$ cat src/rtl/sdot_sequencer.sv
// sdot_sequencer: CSR-controlled dot-product sequencer.
// Fetches X[i] and Y[i] pairs from an external operand buffer. It steps them through
// an external FP multiplier and adder, and posts the accumulated result in RESULT.
// No arithmetic on data words happens here; the block only routes and sequences them.
module sdot_sequencer #(
    parameter int unsigned ADDR_W    = 32'd8,
    parameter int unsigned LEN_RST   = 32'd96,
    parameter int unsigned YBASE_RST = 32'd96
) (
    input  logic              clk,
    input  logic              reset,
    input  logic [ADDR_W-1:0] address,
    input  logic [31:0]       writedata,
    input  logic              write,
    input  logic              read,
    input  logic              chipselect,
    output logic [31:0]       readdata,
    output logic              waitrequest,
    output logic [ADDR_W-1:0] op_addr,
    output logic              op_rd,
    input  logic [31:0]       op_rdata,
    output logic [31:0]       dp_a,
    output logic [31:0]       dp_b,
    input  logic [31:0]       dp_product,
    output logic [31:0]       dp_acc,
    output logic [31:0]       dp_addend,
    input  logic [31:0]       dp_sum,
    output logic              irq
);

    localparam logic [ADDR_W-1:0] A_CTRL   = ADDR_W'(32'd0);
    localparam logic [ADDR_W-1:0] A_STATUS = ADDR_W'(32'd1);
    localparam logic [ADDR_W-1:0] A_LEN    = ADDR_W'(32'd2);
    localparam logic [ADDR_W-1:0] A_XBASE  = ADDR_W'(32'd3);
    localparam logic [ADDR_W-1:0] A_YBASE  = ADDR_W'(32'd4);
    localparam logic [ADDR_W-1:0] A_RESULT = ADDR_W'(32'd5);
    localparam logic [ADDR_W-1:0] A_COUNT  = ADDR_W'(32'd6);
    localparam logic [ADDR_W-1:0] ONE_A    = ADDR_W'(32'd1);

    typedef enum logic [2:0] {
        S_IDLE = 3'd0,
        S_RDX  = 3'd1,
        S_RDY  = 3'd2,
        S_MUL  = 3'd3,
        S_ADD  = 3'd4,
        S_ACC  = 3'd5,
        S_DONE = 3'd6
    } state_t;

    state_t            state_r;
    logic              ie_r, done_r, err_r, irq_r;
    logic [ADDR_W-1:0] len_r, xbase_r, ybase_r, count_r, op_addr_r;
    logic              op_rd_r;
    logic [31:0]       result_r, dp_a_r, dp_b_r, dp_acc_r, dp_addend_r;
    logic [31:0]       readdata_r;
    logic              rd_ack_r;

    logic              wr_s, rd_s, busy_s, ctrl_wr_s, cfg_wr_s;
    logic              start_s, abort_run_s, go_run_s, zero_run_s;
    logic              last_s, finish_s;
    logic [2:0]        w1c_s;
    logic              done_n_s, err_n_s, ie_n_s;
    logic [ADDR_W-1:0] count_inc_s;
    logic [31:0]       rd_data_s;
    logic              wdata_unused_s;

    // Upper write-data bits are never stored by any register.
    assign wdata_unused_s = ^writedata[31:ADDR_W];

    // Decode bus writes into control events and next values of the status bits.
    always_comb begin
        wr_s        = chipselect & write;
        rd_s        = chipselect & read;
        busy_s      = (state_r != S_IDLE);
        ctrl_wr_s   = wr_s && (address == A_CTRL);
        cfg_wr_s    = wr_s && ((address == A_LEN) || (address == A_XBASE) ||
                               (address == A_YBASE));
        // Abort in the same write as start wins, so such a write is never a start.
        start_s     = ctrl_wr_s & writedata[0] & ~writedata[1];
        abort_run_s = ctrl_wr_s & writedata[1] & busy_s;
        go_run_s    = start_s & ~busy_s & (len_r != '0);
        zero_run_s  = start_s & ~busy_s & (len_r == '0);
        count_inc_s = count_r + ONE_A;
        last_s      = (state_r == S_ACC) && (count_inc_s == len_r);
        finish_s    = last_s & ~abort_run_s;
        w1c_s       = (wr_s && (address == A_STATUS)) ? writedata[2:0] : 3'b000;
        done_n_s    = (zero_run_s | finish_s) ? 1'b1 :
                      ((go_run_s | w1c_s[1]) ? 1'b0 : done_r);
        err_n_s     = (zero_run_s | (start_s & busy_s) | (cfg_wr_s & busy_s)) ? 1'b1 :
                      ((go_run_s | w1c_s[2]) ? 1'b0 : err_r);
        ie_n_s      = ctrl_wr_s ? writedata[2] : ie_r;
    end

    // CSR read multiplexer; undecoded addresses read as zero.
    always_comb begin
        rd_data_s = 32'd0;
        case (address)
            A_CTRL:   rd_data_s = {29'd0, ie_r, 2'b00};
            A_STATUS: rd_data_s = {29'd0, err_r, done_r, busy_s};
            A_LEN:    rd_data_s = 32'(len_r);
            A_XBASE:  rd_data_s = 32'(xbase_r);
            A_YBASE:  rd_data_s = 32'(ybase_r);
            A_RESULT: rd_data_s = result_r;
            A_COUNT:  rd_data_s = 32'(count_r);
            default:  rd_data_s = 32'd0;
        endcase
    end

    // Status bits and interrupt; irq is registered from the next-state values so it tracks done exactly.
    always_ff @(posedge clk) begin
        if (reset) begin
            ie_r   <= 1'b0;
            done_r <= 1'b0;
            err_r  <= 1'b0;
            irq_r  <= 1'b0;
        end else begin
            ie_r   <= ie_n_s;
            done_r <= done_n_s;
            err_r  <= err_n_s;
            irq_r  <= done_n_s & ie_n_s;
        end
    end

    // Run configuration; frozen while a run is in progress.
    always_ff @(posedge clk) begin
        if (reset) begin
            len_r   <= ADDR_W'(LEN_RST);
            xbase_r <= '0;
            ybase_r <= ADDR_W'(YBASE_RST);
        end else if (cfg_wr_s && !busy_s) begin
            case (address)
                A_LEN:   len_r   <= writedata[ADDR_W-1:0];
                A_XBASE: xbase_r <= writedata[ADDR_W-1:0];
                A_YBASE: ybase_r <= writedata[ADDR_W-1:0];
                default: len_r   <= len_r;
            endcase
        end
    end

    // Sequencer FSM: five states per element, with all buffer and datapath outputs registered.
    always_ff @(posedge clk) begin
        if (reset) begin
            state_r     <= S_IDLE;
            count_r     <= '0;
            result_r    <= 32'd0;
            op_addr_r   <= '0;
            op_rd_r     <= 1'b0;
            dp_a_r      <= 32'd0;
            dp_b_r      <= 32'd0;
            dp_acc_r    <= 32'd0;
            dp_addend_r <= 32'd0;
        end else if (abort_run_s) begin
            state_r <= S_IDLE;
            op_rd_r <= 1'b0;
        end else begin
            case (state_r)
                S_IDLE: begin
                    if (go_run_s) begin
                        state_r   <= S_RDX;
                        count_r   <= '0;
                        dp_acc_r  <= 32'd0;
                        op_rd_r   <= 1'b1;
                        op_addr_r <= xbase_r;
                    end else if (zero_run_s) begin
                        result_r <= 32'd0;
                    end else begin
                        op_rd_r <= 1'b0;
                    end
                end
                S_RDX: begin
                    state_r   <= S_RDY;
                    op_rd_r   <= 1'b1;
                    op_addr_r <= ybase_r + count_r;
                end
                S_RDY: begin
                    state_r <= S_MUL;
                    op_rd_r <= 1'b0;
                    dp_a_r  <= op_rdata;
                end
                S_MUL: begin
                    state_r <= S_ADD;
                    dp_b_r  <= op_rdata;
                end
                S_ADD: begin
                    state_r     <= S_ACC;
                    dp_addend_r <= dp_product;
                end
                S_ACC: begin
                    dp_acc_r <= dp_sum;
                    count_r  <= count_inc_s;
                    if (finish_s) begin
                        // RESULT and done are posted on entry to DONE so both are visible in the DONE cycle.
                        state_r  <= S_DONE;
                        result_r <= dp_sum;
                    end else begin
                        state_r   <= S_RDX;
                        op_rd_r   <= 1'b1;
                        op_addr_r <= xbase_r + count_inc_s;
                    end
                end
                S_DONE: begin
                    state_r  <= S_IDLE;
                    result_r <= dp_acc_r;
                end
                default: begin
                    state_r <= S_IDLE;
                    op_rd_r <= 1'b0;
                end
            endcase
        end
    end

    // Two-cycle read handshake: the first cycle stalls and captures the data, the second cycle presents it.
    always_ff @(posedge clk) begin
        if (reset) begin
            rd_ack_r   <= 1'b0;
            readdata_r <= 32'd0;
        end else begin
            rd_ack_r <= rd_s & ~rd_ack_r;
            if (rd_s && !rd_ack_r) begin
                readdata_r <= rd_data_s;
            end
        end
    end

    assign waitrequest = rd_s & ~rd_ack_r;
    assign readdata    = readdata_r;
    assign op_addr     = op_addr_r;
    assign op_rd       = op_rd_r;
    assign dp_a        = dp_a_r;
    assign dp_b        = dp_b_r;
    assign dp_acc      = dp_acc_r;
    assign dp_addend   = dp_addend_r;
    assign irq         = irq_r;

endmodule

$ cat config.mk
export PLATFORM = sky130hd
export DESIGN_NAME = sdot_sequencer
export DESIGN_NICKNAME = d
export VERILOG_FILES = /design/src/rtl/sdot_sequencer.sv
export SDC_FILE = /design/constraint.sdc
export NUM_CORES = 1
export LEC_CHECK = 0
export BUFFER_PORTS_ARGS = -buffer_cell sky130_fd_sc_hd__clkbuf_2
export CAP_MARGIN = 20
export CORE_AREA = 2 2 169 171
export DETAILED_ROUTE_END_ITERATION = 6
export DIE_AREA = 0 0 171 173
export HOLD_SLACK_MARGIN = 0.12
export PLACE_DENSITY = 0.66
export REMOVE_ABC_BUFFERS = 1
export SYNTH_ARGS = -nofsm -noshare
export SYNTH_HDL_FRONTEND = slang
export SYNTH_SLANG_ARGS = --single-unit
$ cat constraint.sdc
create_clock -name clk -period 3.87 [get_ports clk]
set_input_delay 1.161 -clock clk [delete_from_list [all_inputs] [get_ports clk]]
set_output_delay 1.161 -clock clk [all_outputs]
set_load 0.02 [all_outputs]
* Word-level counts from Yosys, hierarchy flattened
Index checks and enable logic that the tools add are counted.
** Cells by class
- Add/subtract/negate cells :: 3
- Equality and inequality tests :: 19
- Mux-type cells :: 25
- Bitwise gates (word level) :: 24
- Reductions and logical operators :: 31
** Operator list (count)
- 32-bit case mux with 7 select lines :: 1
- 32-bit two-way mux :: 4
- 32-bit case mux with 3 select lines :: 1
- 32-bit case mux with 2 select lines :: 1
- 8-bit by 3-bit equality test with 1-bit output, second input constant :: 3
- 8-bit two-way mux :: 3
- 8-bit case mux with 3 select lines :: 1
- 3-bit case mux with 6 select lines :: 1
- 8-bit adder :: 2
- 8-bit by 2-bit equality test with 1-bit output, second input constant :: 2
- 8-bit zero test :: 2
- 8-bit case mux with 2 select lines :: 1
- 1-bit bitwise AND :: 14
- 2-bit AND reduction :: 6
- 2-bit inequality test, second input constant :: 5
- 3-bit equality test, second input constant :: 3
- 3-bit two-way mux :: 3
- 3-bit nonzero test :: 3
- 8-bit by 1-bit adder with 8-bit output, second input constant :: 1
- 8-bit by 1-bit equality test with 1-bit output, second input constant :: 1
- 8-bit equality test :: 1
- 1-bit two-way mux :: 8
- 8-bit nonzero test :: 1
- 3-bit by 2-bit equality test with 1-bit output, second input constant :: 2
- 15 further kinds :: 32
** Storage, ports and cells
- Flip-flop bits (word level) :: 241
- Bits of input ports :: 141
- Output and inout port bits :: 171
- Word-level logic and storage cells :: 120

* Longest topological paths before layout
- Depth in word-level cells :: 10
- Depth in mapped cells :: 12
- Gate-level depth less buffers :: 11

* Worst setup path before layout
No wires, ideal clock.
- Path type :: input-to-reg
- Start point :: in address[2]
- End point :: reg dp_acc_r[0], in the netlist dp_acc[0]
- Library setup time :: 0.117 ns
- Arrival :: 3.062 ns
- Data required time :: 3.753 ns
- Path slack :: 0.691 ns
- Stages :: 9
- Buffers on the path :: 3
- Cells stage by stage :: buf_2 -> or4_4 -> nor3_4 -> nand3b_2 -> and2_1 -> buf_2 -> nor2b_1 -> buf_6 -> a32o_1
** Between the ends
- Longest elaborated chain between the ends :: 8
- Elaborated cells on any way between the ends :: 11
- Classes of those cells :: eq/ne: 1; bitwise: 7; reduce/logical: 3
** Ends and longest elaborated chain
- from (decl) :: line 12 : input logic [ADDR_W-1:0] address,
- 8-bit zero test (*) :: line 75 : ctrl_wr_s = wr_s && (address == A_CTRL);
- 1-bit logical AND (*) :: line 75
- 1-bit bitwise AND (2 in series) :: line 79 : start_s = ctrl_wr_s & writedata[0] & ~writedata[1];
- 1-bit bitwise AND (2 in series) :: line 81 : go_run_s = start_s & ~busy_s & (len_r != '0);
- 2-bit inequality test (no source line)
- 3-bit AND reduction (no source line) (*)
- to (signal assigned) :: line 189 : dp_acc_r <= dp_sum;
- to (decl) :: line 54 : logic [31:0] result_r, dp_a_r, dp_b_r, dp_acc_r, dp_addend_r;
Mark *: on every way between the ends. The rest lies on a longest branch, timed or not.
A chain may end at the register's enable or synchronous reset.

* Worst setup path after layout
- Start point :: reg count_r[0]
- End point :: reg op_addr_r[2], in the netlist op_addr[2]
** Between the ends
- Longest elaborated chain between the ends :: 6
- Elaborated cells on any way between the ends :: 10
- Classes of those cells :: add/sub: 3; eq/ne: 2; mux: 2; bitwise: 1; reduce/logical: 2
** Ends and longest elaborated chain
- from (decl) :: line 52 : logic [ADDR_W-1:0] len_r, xbase_r, ybase_r, count_r, op_addr_r;
- from (signal assigned) :: line 190 : count_r <= count_inc_s;
- branches (longest 6 deep; another with 8-bit by 1-bit adder with 8-bit output)
- to (signal assigned) :: line 163 : op_addr_r <= xbase_r;
- to (signal assigned) :: line 173 : op_addr_r <= ybase_r + count_r;
- to (signal assigned) :: line 198 : op_addr_r <= xbase_r + count_inc_s;
- to (decl) :: line 52
Parallel ways; which one is timed is not known. The select of a mux whose other input is x is not followed.

==> out/metrics.yaml <==
first_global_vias: 8941
wl_per_cell_um: 16.8
arrival_ns: 3.70
htreeDepth: 1
grt_overflow: 0
antenna_found_initial: 0
ys_seq_elements: 241
grt_use_total_pct: 19.9
leakagePower_nw: 5.19
grt_max_degree: 116
n_antenna_cell: 0
cts_sinks: 241
wirelength_um: 30900
nNetsFinal: 1603
drv_cap: 0
crit_type: "reg -> reg"
fin_cells: 1840
synth_edf_count: 0
synth_top_area_cell: "dfxtp_1"
cts_buffer_depth: 3
fin_crit_sh_pct: 85.4
rows: 61
postCtsHoldBufs: 0
clock_latency_ns: 0.54
worstMarginPinSlew_ns: 1.06
fin_tns_setup_ns: 0
postRouteAntennaNets: 0
die_y_um: 173
via_per_inst: 5.24
finalCriticalPeriod_ns: 3.30
slew_viol_final: 0
synth_flop_cell: "dfxtp_1"
nFillCells: 2743
numCtsBuffers: 27
cts_tree: "built"
drive_gt1_share_pct: 28.0
hpwlAfterDp_um: 21800
synthCells: 1190
synthTopCellsByArea: "dfxtp_1 46%, nand2_1 8.0%, a21oi_1 6.5%, nor2_1 4.5%, a22oi_1 4.5%"
relSlewSlack_pct: 29.1
route.detailed.drc: 0
cts_setup_buffers: 0
clock_skew_ns: 0.0240
first_pass_iters: 5
hold_path_class: "reg -> reg"
ys_types: 66
seq_area_frac_synth_pct: 46.5
coreArea_um2: 27600
cts_root_buf: "clkbuf_16"
netlist.area_leader.share_pct: 46.5
die_w_um: 171
synthArstFlopShare_pct: 0
syn2layout_area_growth_pct: 25.8
power.density_nw_per_um2: 397
grt_pass1_wl_um: 47800
max_freq_mhz: 303
end_kind: "register"
vdd_ir_drop_max_uv: 318
initial_core_util_pct: 37.6
critPathRequiredTime_ns: 4.27
numPlacedInstances: 1793
fp.dieArea_um2: 29600
power_w: 0.00519
status: "finished clean"
vias: 9639
clk_pin_slew_ns: 0.06
synth.avg_cell_area_um2: 8.73
crit_path_start_kind: "register"
final_cell_area_um2: 13100
syn-cell-area_um2: 10400
drtIter0Drc: 606
ioPinCount: 312
rsz0062_at_grt: "no"
finalHoldViolCount: 0
gp_congestion: 0.880
cts_resized: 0
cp_max_fo: 14
fin_util_pct: 47.3
yosysWarnings: 0
portBuffers: 287
dpl_cell_area_um2: 12200
setup_viol_count_final: 0
## critical path: stages, from the launching register on
cell and delay, ns:
dfxtp_1 0.55, ha_1 0.32, nand3_1 0.23, nor2_1 0.34
xnor3_1 0.25, o21ai_1 0.21, o31ai_2 0.95, mux2i_1 0.27
nor2_1 0.05
## metrics by stage
step	hold WS (ns)	setup slack, ns
after floorplan	0.465	0.133
after global placement	0.441	0.519
after detailed placement	0.446	0.479
after CTS	0.454	0.614
after global routing	0.470	0.402
final	0.453	0.565
## worst paths after layout
check | from | slack, ns | endpoint | cells after the start
max reg2reg | count_r[0] | 0.57 | op_addr[2] | 8
min | dp_addend[28] | 0.45 | dp_addend[28] | 2
max | count_r[0] | 0.57 | op_addr[2] | 8
min reg2reg | dp_addend[28] | 0.45 | dp_addend[28] | 2
## synthesized netlist by cell type, types with 7 or more instances
cell	number
nand2_1	220
inv_1	14
nor2b_1	8
or3_1	7
dfxtp_1	241
a21o_1	8
nand4_1	7
clkbuf_1	70
a211oi_2	28
mux2i_1	39
and3_1	9
nor2_1	125
buf_2	12
a211o_1	7
a21oi_1	134
xnor2_1	18
nand3_1	16
a32o_1	30
ha_1	15
o21ai_0	20
a22oi_1	62
## per-layer routing
metal | vias to the layer above | part of all wire, % | global-route usage (%)
met5 | - | 0 | 0
met4 | 0 | 3.2 | 6.39
met3 | 60 | 9.3 | 5.40
met2 | 364 | 45 | 32.6
met1 | 4510 | 43 | 25.2
li1 | 4705 | - | -
## cell families (layout without fill, tap and decap cells)
kind of cell | Yosys count | in the layout | share of synthesized area (%)
compound gates | 326 | 326 | 22.2
xor+xnor | 24 | 24 | 2.16
fa+ha+maj | 18 | 18 | 2.29
buf+inv | 112 | 384 | 4.77
flops | 241 | 241 | 46.5
mux | 41 | 41 | 4.08
simple gates | 428 | 428 | 18.0
## placed cells by master, fill, tap and decap left out, drive strengths merged, types with 14 or more instances in the layout
| cell | netlist | final |
|---|---|---|
| a211oi | 34 | 34 |
| a21oi | 134 | 134 |
| a22oi | 62 | 62 |
| a32o | 30 | 30 |
| buf | 28 | 37 |
| clkbuf | 70 | 324 |
| dfxtp | 241 | 241 |
| ha | 15 | 15 |
| inv | 14 | 14 |
| mux2i | 39 | 39 |
| nand2 | 220 | 220 |
| nand3 | 16 | 16 |
| nor2 | 125 | 125 |
| o21ai | 22 | 22 |
| xnor2 | 18 | 18 |
## cell type report
type	instances	area, µm²	share of cell area (%)
clock buffer	37	733	5.61
clock inverter	9	126	0.967
inverter	14	52.6	0.402
multi-input combinational	837	5080	38.9
sequential	241	4820	36.9
tap	378	473	3.62
timing repair buffer	324	1780	13.6
## sequential cells by signal, summed over array words and instances (netlist names), 3 cells and up
name       cells
dp_b          32
dp_acc        32
dp_a          32
dp_addend     32
readdata      32
xbase_r        8
len_r          8
count_r        8
result_r      32
state_r        3
ybase_r        8
op_addr        8
## report_power, final
group | switching [W] | leakage [nW] | internal (W)
combinational | 0.000118 | 2.83 | 0.0000651
clock | 0.00101 | 0.419 | 0.00151
sequential | 0.000000430 | 1.94 | 0.00248
total | 0.00113 | 5.19 | 0.00406
(Power assumes the default switching activity.)
